$ cat config.mk
export PLATFORM = sky130hd
export DESIGN_NAME = mem_field_rmw
export DESIGN_NICKNAME = d
export VERILOG_FILES = /design/src/rtl/mem_field_rmw.sv
export SDC_FILE = /design/constraint.sdc
export NUM_CORES = 1
export LEC_CHECK = 0
export BUFFER_PORTS_ARGS = -buffer_cell sky130_fd_sc_hd__buf_4
export CORE_MARGIN = 1
export CORE_UTILIZATION = 34
export CTS_CLUSTER_SIZE = 24
export DETAILED_ROUTE_END_ITERATION = 10
export PLACE_DENSITY = 0.55
export SYNTH_ARGS = -nofsm -noshare
export SYNTH_HDL_FRONTEND = slang
export SYNTH_SLANG_ARGS = --single-unit
export TNS_END_PERCENT = 30
$ cat constraint.sdc
create_clock -name clk -period 1.7 [get_ports clk]
set_input_delay 0.34 -clock clk [delete_from_list [all_inputs] [get_ports clk]]
set_output_delay 0.34 -clock clk [all_outputs]
set_load 0.1 [all_outputs]
$ cat src/rtl/mem_field_rmw.sv
// Field read-modify-write front end: turns mem[addr][base +: len] <= data into read, merge, masked full-word write.
// Latency: write (mem_wen/wr_done) 2 cycles after accept; one request per cycle sustained.
// Backpressure: req_ready=1 whenever out of reset; with MEM_RMW_HAZARD_STALL_EN defined, held low while req_addr hits a B/W/L entry.
//
// Optional build macro: MEM_RMW_HAZARD_STALL_EN
//   undefined : same-address hazards resolved by forwarding from the W and L registers
//   defined   : forwarding removed, conflicting requests stalled at req_ready instead
//
// Ports:
//   clk, rst_n                    clock, async active-low reset
//   req_valid/req_ready           request handshake
//   req_addr/base/len/data        field write request (len 0 = no-op, len > FIELD_W clamped)
//   mem_ren/mem_raddr/mem_rdata   memory read port, rdata valid the cycle after ren
//   mem_wen/mem_waddr/mem_wdata/mem_wmask   memory write port (bit mask of field bits)
//   wr_done                       pulse coincident with mem_wen

module mem_field_rmw #(
    parameter  int ADDR_W  = 4,
    parameter  int DATA_W  = 8,
    parameter  int FIELD_W = 4,
    localparam int BASE_W  = $clog2(DATA_W),
    localparam int LEN_W   = $clog2(FIELD_W + 1)
) (
    input  logic              clk,
    input  logic              rst_n,
    input  logic              req_valid,
    output logic              req_ready,
    input  logic [ADDR_W-1:0] req_addr,
    input  logic [BASE_W-1:0] req_base,
    input  logic [LEN_W-1:0]  req_len,
    input  logic [FIELD_W-1:0] req_data,
    output logic              mem_ren,
    output logic [ADDR_W-1:0] mem_raddr,
    input  logic [DATA_W-1:0] mem_rdata,
    output logic              mem_wen,
    output logic [ADDR_W-1:0] mem_waddr,
    output logic [DATA_W-1:0] mem_wdata,
    output logic [DATA_W-1:0] mem_wmask,
    output logic              wr_done
);

    // Wide enough that a field shifted by any base never wraps; the top bits are simply dropped.
    localparam int WIDE_W = DATA_W + FIELD_W;

    logic               rdy_q;
    logic               hazard;
    logic               accept;
    logic [ADDR_W-1:0]  raddr_q;

    // Stage B: request waiting for its read data
    logic               b_vld;
    logic [ADDR_W-1:0]  b_addr;
    logic [BASE_W-1:0]  b_base;
    logic [LEN_W-1:0]   b_len;
    logic [FIELD_W-1:0] b_data;

    // Stage W: word being written this cycle
    logic               w_vld;
    logic [ADDR_W-1:0]  w_addr;
    logic [DATA_W-1:0]  w_data;
    logic [DATA_W-1:0]  w_mask;

    // L: word written in the previous cycle (memory read-during-write returns old data)
    logic               l_vld;
    logic [ADDR_W-1:0]  l_addr;
    logic [DATA_W-1:0]  l_data;

    logic [LEN_W-1:0]   len_c;
    logic [FIELD_W-1:0] ones;
    logic [WIDE_W-1:0]  wide_mask;
    logic [WIDE_W-1:0]  wide_dat;
    logic [DATA_W-1:0]  fmask;
    logic [DATA_W-1:0]  fdat;
    logic [DATA_W-1:0]  old_word;
    logic [DATA_W-1:0]  merged;
    logic               do_write;

`ifdef MEM_RMW_HAZARD_STALL_EN
    assign hazard = (b_vld && (b_addr == req_addr)) ||
                    (w_vld && (w_addr == req_addr)) ||
                    (l_vld && (l_addr == req_addr));
`else
    assign hazard = 1'b0;
`endif

    assign req_ready = rdy_q & ~hazard;
    assign accept    = req_valid & req_ready;
    assign mem_ren   = accept;
    // Read address follows the accepted request, otherwise holds the last issued one.
    assign mem_raddr = accept ? req_addr : raddr_q;

    // ---------------- merge (stage B) ----------------
    assign len_c = (b_len > LEN_W'(FIELD_W)) ? LEN_W'(FIELD_W) : b_len;

    always_comb begin
        ones = '0;
        for (int i = 0; i < FIELD_W; i++) begin
            ones[i] = (i < int'(len_c));
        end
    end

    assign wide_mask = WIDE_W'(ones) << b_base;
    assign wide_dat  = WIDE_W'(b_data & ones) << b_base;
    assign fmask     = wide_mask[DATA_W-1:0];
    assign fdat      = wide_dat[DATA_W-1:0];

`ifdef MEM_RMW_HAZARD_STALL_EN
    assign old_word = mem_rdata;
`else
    // W is newest (not yet in memory); L was written while our read was in flight.
    always_comb begin
        if (w_vld && (w_addr == b_addr)) begin
            old_word = w_data;
        end else if (l_vld && (l_addr == b_addr)) begin
            old_word = l_data;
        end else begin
            old_word = mem_rdata;
        end
    end
`endif

    assign merged   = (old_word & ~fmask) | (fdat & fmask);
    // Empty mask means nothing to write: W and L stay untouched.
    assign do_write = b_vld & (|fmask);

    // ---------------- sequential ----------------
    always_ff @(posedge clk or negedge rst_n) begin
        if (!rst_n) begin
            rdy_q   <= 1'b0;
            raddr_q <= '0;
            b_vld   <= 1'b0;
            b_addr  <= '0;
            b_base  <= '0;
            b_len   <= '0;
            b_data  <= '0;
            w_vld   <= 1'b0;
            w_addr  <= '0;
            w_data  <= '0;
            w_mask  <= '0;
            l_vld   <= 1'b0;
            l_addr  <= '0;
            l_data  <= '0;
        end else begin
            rdy_q <= 1'b1;
            b_vld <= accept;
            if (accept) begin
                raddr_q <= req_addr;
                b_addr  <= req_addr;
                b_base  <= req_base;
                b_len   <= req_len;
                b_data  <= req_data;
            end
            w_vld <= do_write;
            if (do_write) begin
                w_addr <= b_addr;
                w_data <= merged;
                w_mask <= fmask;
            end
            l_vld <= w_vld;
            if (w_vld) begin
                l_addr <= w_addr;
                l_data <= w_data;
            end
        end
    end

    assign mem_wen   = w_vld;
    assign wr_done   = w_vld;
    assign mem_waddr = w_addr;
    assign mem_wdata = w_data;
    assign mem_wmask = w_mask;

endmodule

==> flow_summary.yaml, run 1 <==
floorplanning:
  design.die.area_sq_um: 8238
  die_w_um: 90.77
  die_y_um: 90.77
  io_pins: 53
  row_count: 32
  initial_utilization_pct: 34.85
  core-area_sq_um: 7687
critical_path:
  crit_fanout: 5
  r2r_start: "b_len[2]"
  critPathArrivalTime_ns: 1.91
  worstSetupEndpointType: "flip-flop"
  r2r_cells: 6
  worstSetupPathType: "flip-flop to flip-flop"
  cp.required_ns: 1.89
  r2r_setup_slack_ns: -0.01
  cp-start-kind: "flip-flop"
synthesis:
  synth-simple-area-share_pct: 19.85
  muxShareOfSynthArea_pct: 7.286
  synth_edf_count: 0
  ys_ff_latch: 54
  syn-num-nets: 312
  synthAdderAreaFrac_pct: 0
  synth_top_family_by_area: "simple AND/OR/NAND/NOR gates"
  synth_ff_type: "dfrtp_1"
  syn_inst: 287
  synth_compound_area_share_pct: 15.65
  synth-xor-area-share_pct: 2.943
  netlist_area_sq_um: 2679
  ys_seq_area_share_pct: 50.44
  avgSynthCellArea_sq_um: 9.334
  async_reset_ff_share_pct: 100.0
  yosys_warnings: 0
  ys_types: 46
sta:
  slew_headroom_pct: 66.12
  fin_worst_skew_ns: 0.006501
  post-route-period-util_pct: 100.8
  max_freq_mhz: 583.5
  drv_slew: 0
  rsz0062_at_grt: "yes"
  finalHoldViolCount: 0
  max_slew.worst_pin.slew_ns: 0.5066
  setup_viol: 2
  fin_crit_ns: 1.714
  worst_slack_ns: -0.01366
placed_design:
  dp_hpwl_mm: 4.985
  place_ws_ns: -0.1376
  portBuffers: 52
  dp_cells: 460
  gp_congestion: 0.8713
  placed_area_sq_um: 3510
global_route:
  grt_first_pass_wirelength_mm: 11.52
  antenna_found_initial: 0
  grt_overflow_total: 0
  grt_pass1_vias: 2348
  grt_util_all_layers_pct: 17.60
  grt_max_degree: 35
cts:
  cts.sinks: 54
  h-tree-depth: 2
  clockRootBuffer: "clkbuf_8"
  clkLatencyLatePin_ns: 0.31
  cts_buffers: 5
  clk_pin_slew_ns: 0.10
  cts_tree: "built"
  cts_buffer_depth: 2
layout:
  final_cell_mix: "86 x buf_4, 69 x nand2_1, 42 x dfrtp_1"
  seqCellArea_sq_um: 1369
  final_cell_count_no_fill: 483
  syn2layout_area_growth_pct: 48.62
  antennaDiodeCount: 0
  multi_input_area_sq_um: 1436
  nFillCells: 759
  drive_gt1_share_pct: 43.31
  fin_area_sq_um: 3981
  final_common_cell: "buf_4"
  fin_nets: 405
power_and_ir_drop:
  seqPwrFrac_pct: 34.5
  sw_frac_of_total_pct: 45.90
  combPwrFrac_pct: 49.2
  peakVddDrop_v: 0.0005074
  internal_power_uw: 2961
  p_switching_uw: 2513
  power_frac_clock_pct: 16.3
  p_leak_uw: 0.001854
  p_per_area_nw_per_um2: 1375
routing:
  vias: 2338
  first_pass_iters: 4
  drt_iter0_drc: 64
  ant_nets: 0
  wirelength_mm: 6.815
  drc: 0
  wl_per_cell_um: 14.11
  via_per_inst: 4.841
run_status:
  violations: "negative setup slack"
  outcome: "finished, violations left"
hold_path:
  worst_hold_path.endpoint: "b_base[0]"
  hold_start: "req_base[0]"
  min_delay_path_depth: 3
  hold_class: "primary input to flip-flop"
flow_run:
  drv_cap: 0
==> timing repair <==
action / 4_1_cts / 5_1_grt
pin swaps: 7 / 8
endpoints found under the hold margin: 33 / 0
buffers inserted: 9 / 5
hold buffers: 1 / 0
resized for setup: 39 / 26
endpoints found under the setup margin: 11 / 13
==> Yosys cell counts, types with 2 or more instances <==
cell type,n,share of area (%)
o211ai_1,6,1.7
inv_1,5,0.70
o31ai_1,3,0.84
nor2_1,8,1.1
nand2_1,82,11
buf_2,10,1.9
o22a_1,2,0.65
o32ai_1,2,0.65
dfrtp_1,54,50
or3_1,3,0.70
or2_2,2,0.47
nand2b_1,5,1.2
nand3_1,6,1.1
a21o_1,2,0.56
xor2_1,4,1.3
nor3_1,4,0.75
mux2i_1,6,2.2
a22oi_1,2,0.56
a211oi_1,2,0.56
and3_1,2,0.47
and2_1,7,1.6
clkbuf_1,4,0.56
a21oi_1,4,0.75
a31oi_1,5,1.2
xnor2_1,5,1.6
o21a_1,3,0.84
a2111o_1,2,0.84
mux2_2,12,5.0
o21ai_0,18,3.4
==> logic make-up after synthesis <==
family,Yosys count
buffers and inverters,22
AO/OA/AOI/OAI,60
XOR/XNOR,9
flip-flops,54
multiplexers,18
AND/OR/NAND/NOR,123
other,1
==> worst max-delay path by stage <==
stage	startpoint	endpoint
2_1_floorplan	mem_waddr[2]	flip-flop
3_3_place_gp	b_len[2]	flip-flop
3_5_place_dp	b_len[1]	flip-flop
4_1_cts	req_ready	mem_ren
5_1_grt	b_len[2]	flip-flop
6_report	b_len[2]	flip-flop
==> worst max-delay path, cell delays in order (launching register included) <==
cell and delay [ns]:
dfrtp_2 0.44, buf_4 0.14, nand2b_4 0.05, a32o_2 0.27
or3_4 0.35, nor4_4 0.30, a211oi_2 0.05
==> power groups by stage <==
stage               combinational [uW]  clock, uW  sequential (uW)
floorplan                          868          0             2850
CTS                               2620        919             1880
global route                      2850        955             1940
global placement                  2490          0             1900
detailed placement                2500          0             1910
finish                            2700        892             1890
==> layout make-up <==
cell class / instances / share of cell area, %
Timing Repair Buffer: 102 / 22.75
Clock buffer: 5 / 1.728
Tap cell: 102 / 3.206
Clock inverter: 3 / 1.100
Multi-Input combinational cell: 211 / 36.08
Sequential cell: 54 / 34.38
Inverter: 6 / 0.7542
==> per-layer routing <==
layer,vias up,GRT usage [%],part of all wire [%]
met4,0,3.763,0.78
li1,1182,-,-
met5,-,0,0
met3,5,3.030,3.1
met2,46,27.84,46
met1,1105,25.17,50
==> per-stage QoR <==
stage          TNS [ns]  hold slack, ns  util (%)  total power [uW]
3_5_place_dp    -0.2878          0.3242     45.65              4415
2_1_floorplan   -0.2731         0.04441         -              3717
6_report       -0.01974          0.2104     51.79              5474
4_1_cts        -0.01214          0.2045     50.07              5425
5_1_grt         -0.2609          0.2122     51.79              5748
3_3_place_gp   -0.09114          0.3274     45.65              4392
Power figures use the tool's default switching activity.
==> run 2: changes to the inputs <==
Settings changed: CELL_PAD_IN_SITES_DETAIL_PLACEMENT from default to 2, CELL_PAD_IN_SITES_GLOBAL_PLACEMENT from default to 2, CORE_UTILIZATION 34 to 30, PLACE_DENSITY 0.55 to 0.74.
==> run 2 against run 1 <==
Net effect:
- the run still ends with negative setup slack left
- worst setup slack worse by 0.0024 ns
- critical path depth is 1 lower
- die area up 13%
- final cell count is 0.83% higher
- clock-buffer cell count is 2 higher
- via count up 3.7%
- hold slack better by 0.0016 ns
- flip-flop and latch count stayed put
- clock power decreased by 7.8%
- core utilization fell by 7.1 points
- register-to-register slack hardly changed
- highest routed layer unchanged
==> flow_summary.yaml, run 2 (synthesis results as in run 1) <==
layout:
  nFillCells: 949
  final_cell_count_no_fill: 487
  final_common_cell: "buf_4"
  fin_nets: 403
  seqCellArea_sq_um: 1369
  drive_gt1_share_pct: 40.11
  final_cell_mix: "88 x buf_4, 71 x nand2_1, 42 x dfrtp_1"
  multi_input_area_sq_um: 1385
  fin_area_sq_um: 3877
  antennaDiodeCount: 0
  syn2layout_area_growth_pct: 44.75
floorplanning:
  initial_utilization_pct: 30.87
  io_pins: 53
  die_w_um: 96.50
  core-area_sq_um: 8678
  row_count: 34
  design.die.area_sq_um: 9311
  die_y_um: 96.50
critical_path:
  cp.required_ns: 1.89
  worstSetupEndpointType: "flip-flop"
  worstSetupPathType: "flip-flop to flip-flop"
  crit_fanout: 7
  cp-start-kind: "flip-flop"
  critPathArrivalTime_ns: 1.90
sta:
  post-route-period-util_pct: 100.9
  worst_slack_ns: -0.01602
  fin_worst_skew_ns: 0.004364
  rsz0062_at_grt: "yes"
  max_freq_mhz: 582.7
  drv_slew: 0
  fin_crit_ns: 1.716
  finalHoldViolCount: 0
  tns_ns: -0.01745
  setup_viol: 2
routing:
  first_pass_iters: 4
  drc: 0
  via_per_inst: 4.979
  vias: 2425
  drt_iter0_drc: 75
  ant_nets: 0
  wl_per_cell_um: 17.45
  wirelength_mm: 8.498
power_and_ir_drop:
  p_leak_uw: 0.001807
  power_uw: 5453
  p_switching_uw: 2581
  peakVddDrop_v: 0.0004386
  p_per_area_nw_per_um2: 1406
  sw_frac_of_total_pct: 47.33
  power_frac_clock_pct: 15.1
  internal_power_uw: 2873
  combPwrFrac_pct: 50.0
  seqPwrFrac_pct: 34.9
global_route:
  busiest_layer: "met2"
  grt_pass1_vias: 2730
  grt_first_pass_wirelength_mm: 13.77
  antenna_found_initial: 0
  grt_overflow_total: 0
  grt_max_degree: 33
  grt_use_met3_pct: 2.973
  met1_usage_pct: 24.04
  gr-usage-met2_pct: 36.62
  grt_util_all_layers_pct: 19.69
hold_path:
  hold_class: "primary input to flip-flop"
cts:
  cts_tree: "built"
  clk_pin_slew_ns: 0.10
  clkLatencyLatePin_ns: 0.31
  h-tree-depth: 2
  clockRootBuffer: "clkbuf_8"
  cts.sinks: 54
  cts_buffers: 5
  cts_buffer_depth: 2
placed_design:
  place_ws_ns: -0.08415
  placed_area_sq_um: 3522
  portBuffers: 52
  gp_congestion: 0.8206
  dp_cells: 470
  dp_hpwl_mm: 6.358
flow_run:
  drv_cap: 0
run_status:
  violations: "negative setup slack"
  outcome: "finished, violations left"
[run 2: final timing paths]
kind	startpoint	endpoint	slack [ns]	depth (start not counted)
max reg2reg	b_len[0]	flip-flop	-0.02	5
min	req_data[3]	b_data[3]	0.21	3
min reg2reg	mem_wmask[7]	mem_wmask[7]	0.50	2
max	b_len[0]	flip-flop	-0.02	5
max in group asynchronous	rst_n	mem_waddr[2]	0.74	3
min in group asynchronous	rst_n	l_data[6]	0.47	2
[run 2: worst max-delay path: stages, from the launching register on]
cell and delay [ns]:
dfrtp_2 0.47, or2_2 0.32, o211ai_1 0.28, nor2_1 0.10
a222oi_1 0.29, o21ai_1 0.12
[run 2: repair_timing]
item | CTS | global route
endpoints found under the setup margin | 13 | 13
pin swaps | 3 | 4
buffers inserted | 4 | 4
gates resized for setup | 33 | 19
endpoints found under the hold margin | 22 | 0
hold buffers | 1 | 0
[run 2: final cells by class]
class,instances,area share [%]
multi-input cells,211,35.72
flip-flops and latches,54,35.30
repair buffers,100,22.07
well taps,108,3.485
clock buffers,7,2.485
inverters,6,0.7099
clock inverters,1,0.2259
[run 2: routing by layer]
layer	vias up	share of wire, %
met5	-	0
met4	0	0.92
met3	8	3.1
met2	46	52
met1	1203	44
li1	1168	-
[run 2: through the flow]
stage	hold slack (ns)	utilization (%)
6_report	0.2120	44.68
5_1_grt	0.2180	44.68
4_1_cts	0.2069	43.56
3_5_place_dp	0.2678	40.59
3_3_place_gp	0.2599	40.59
2_1_floorplan	0.04441	-
[run 2: power by group through the flow]
stage | clock, uW | combinational (uW) | sequential [uW]
2_1_floorplan | 0 | 868 | 2850
3_3_place_gp | 0 | 2520 | 1890
3_5_place_dp | 0 | 2580 | 1930
4_1_cts | 854 | 2670 | 1900
5_1_grt | 885 | 2890 | 1960
6_report | 822 | 2730 | 1900
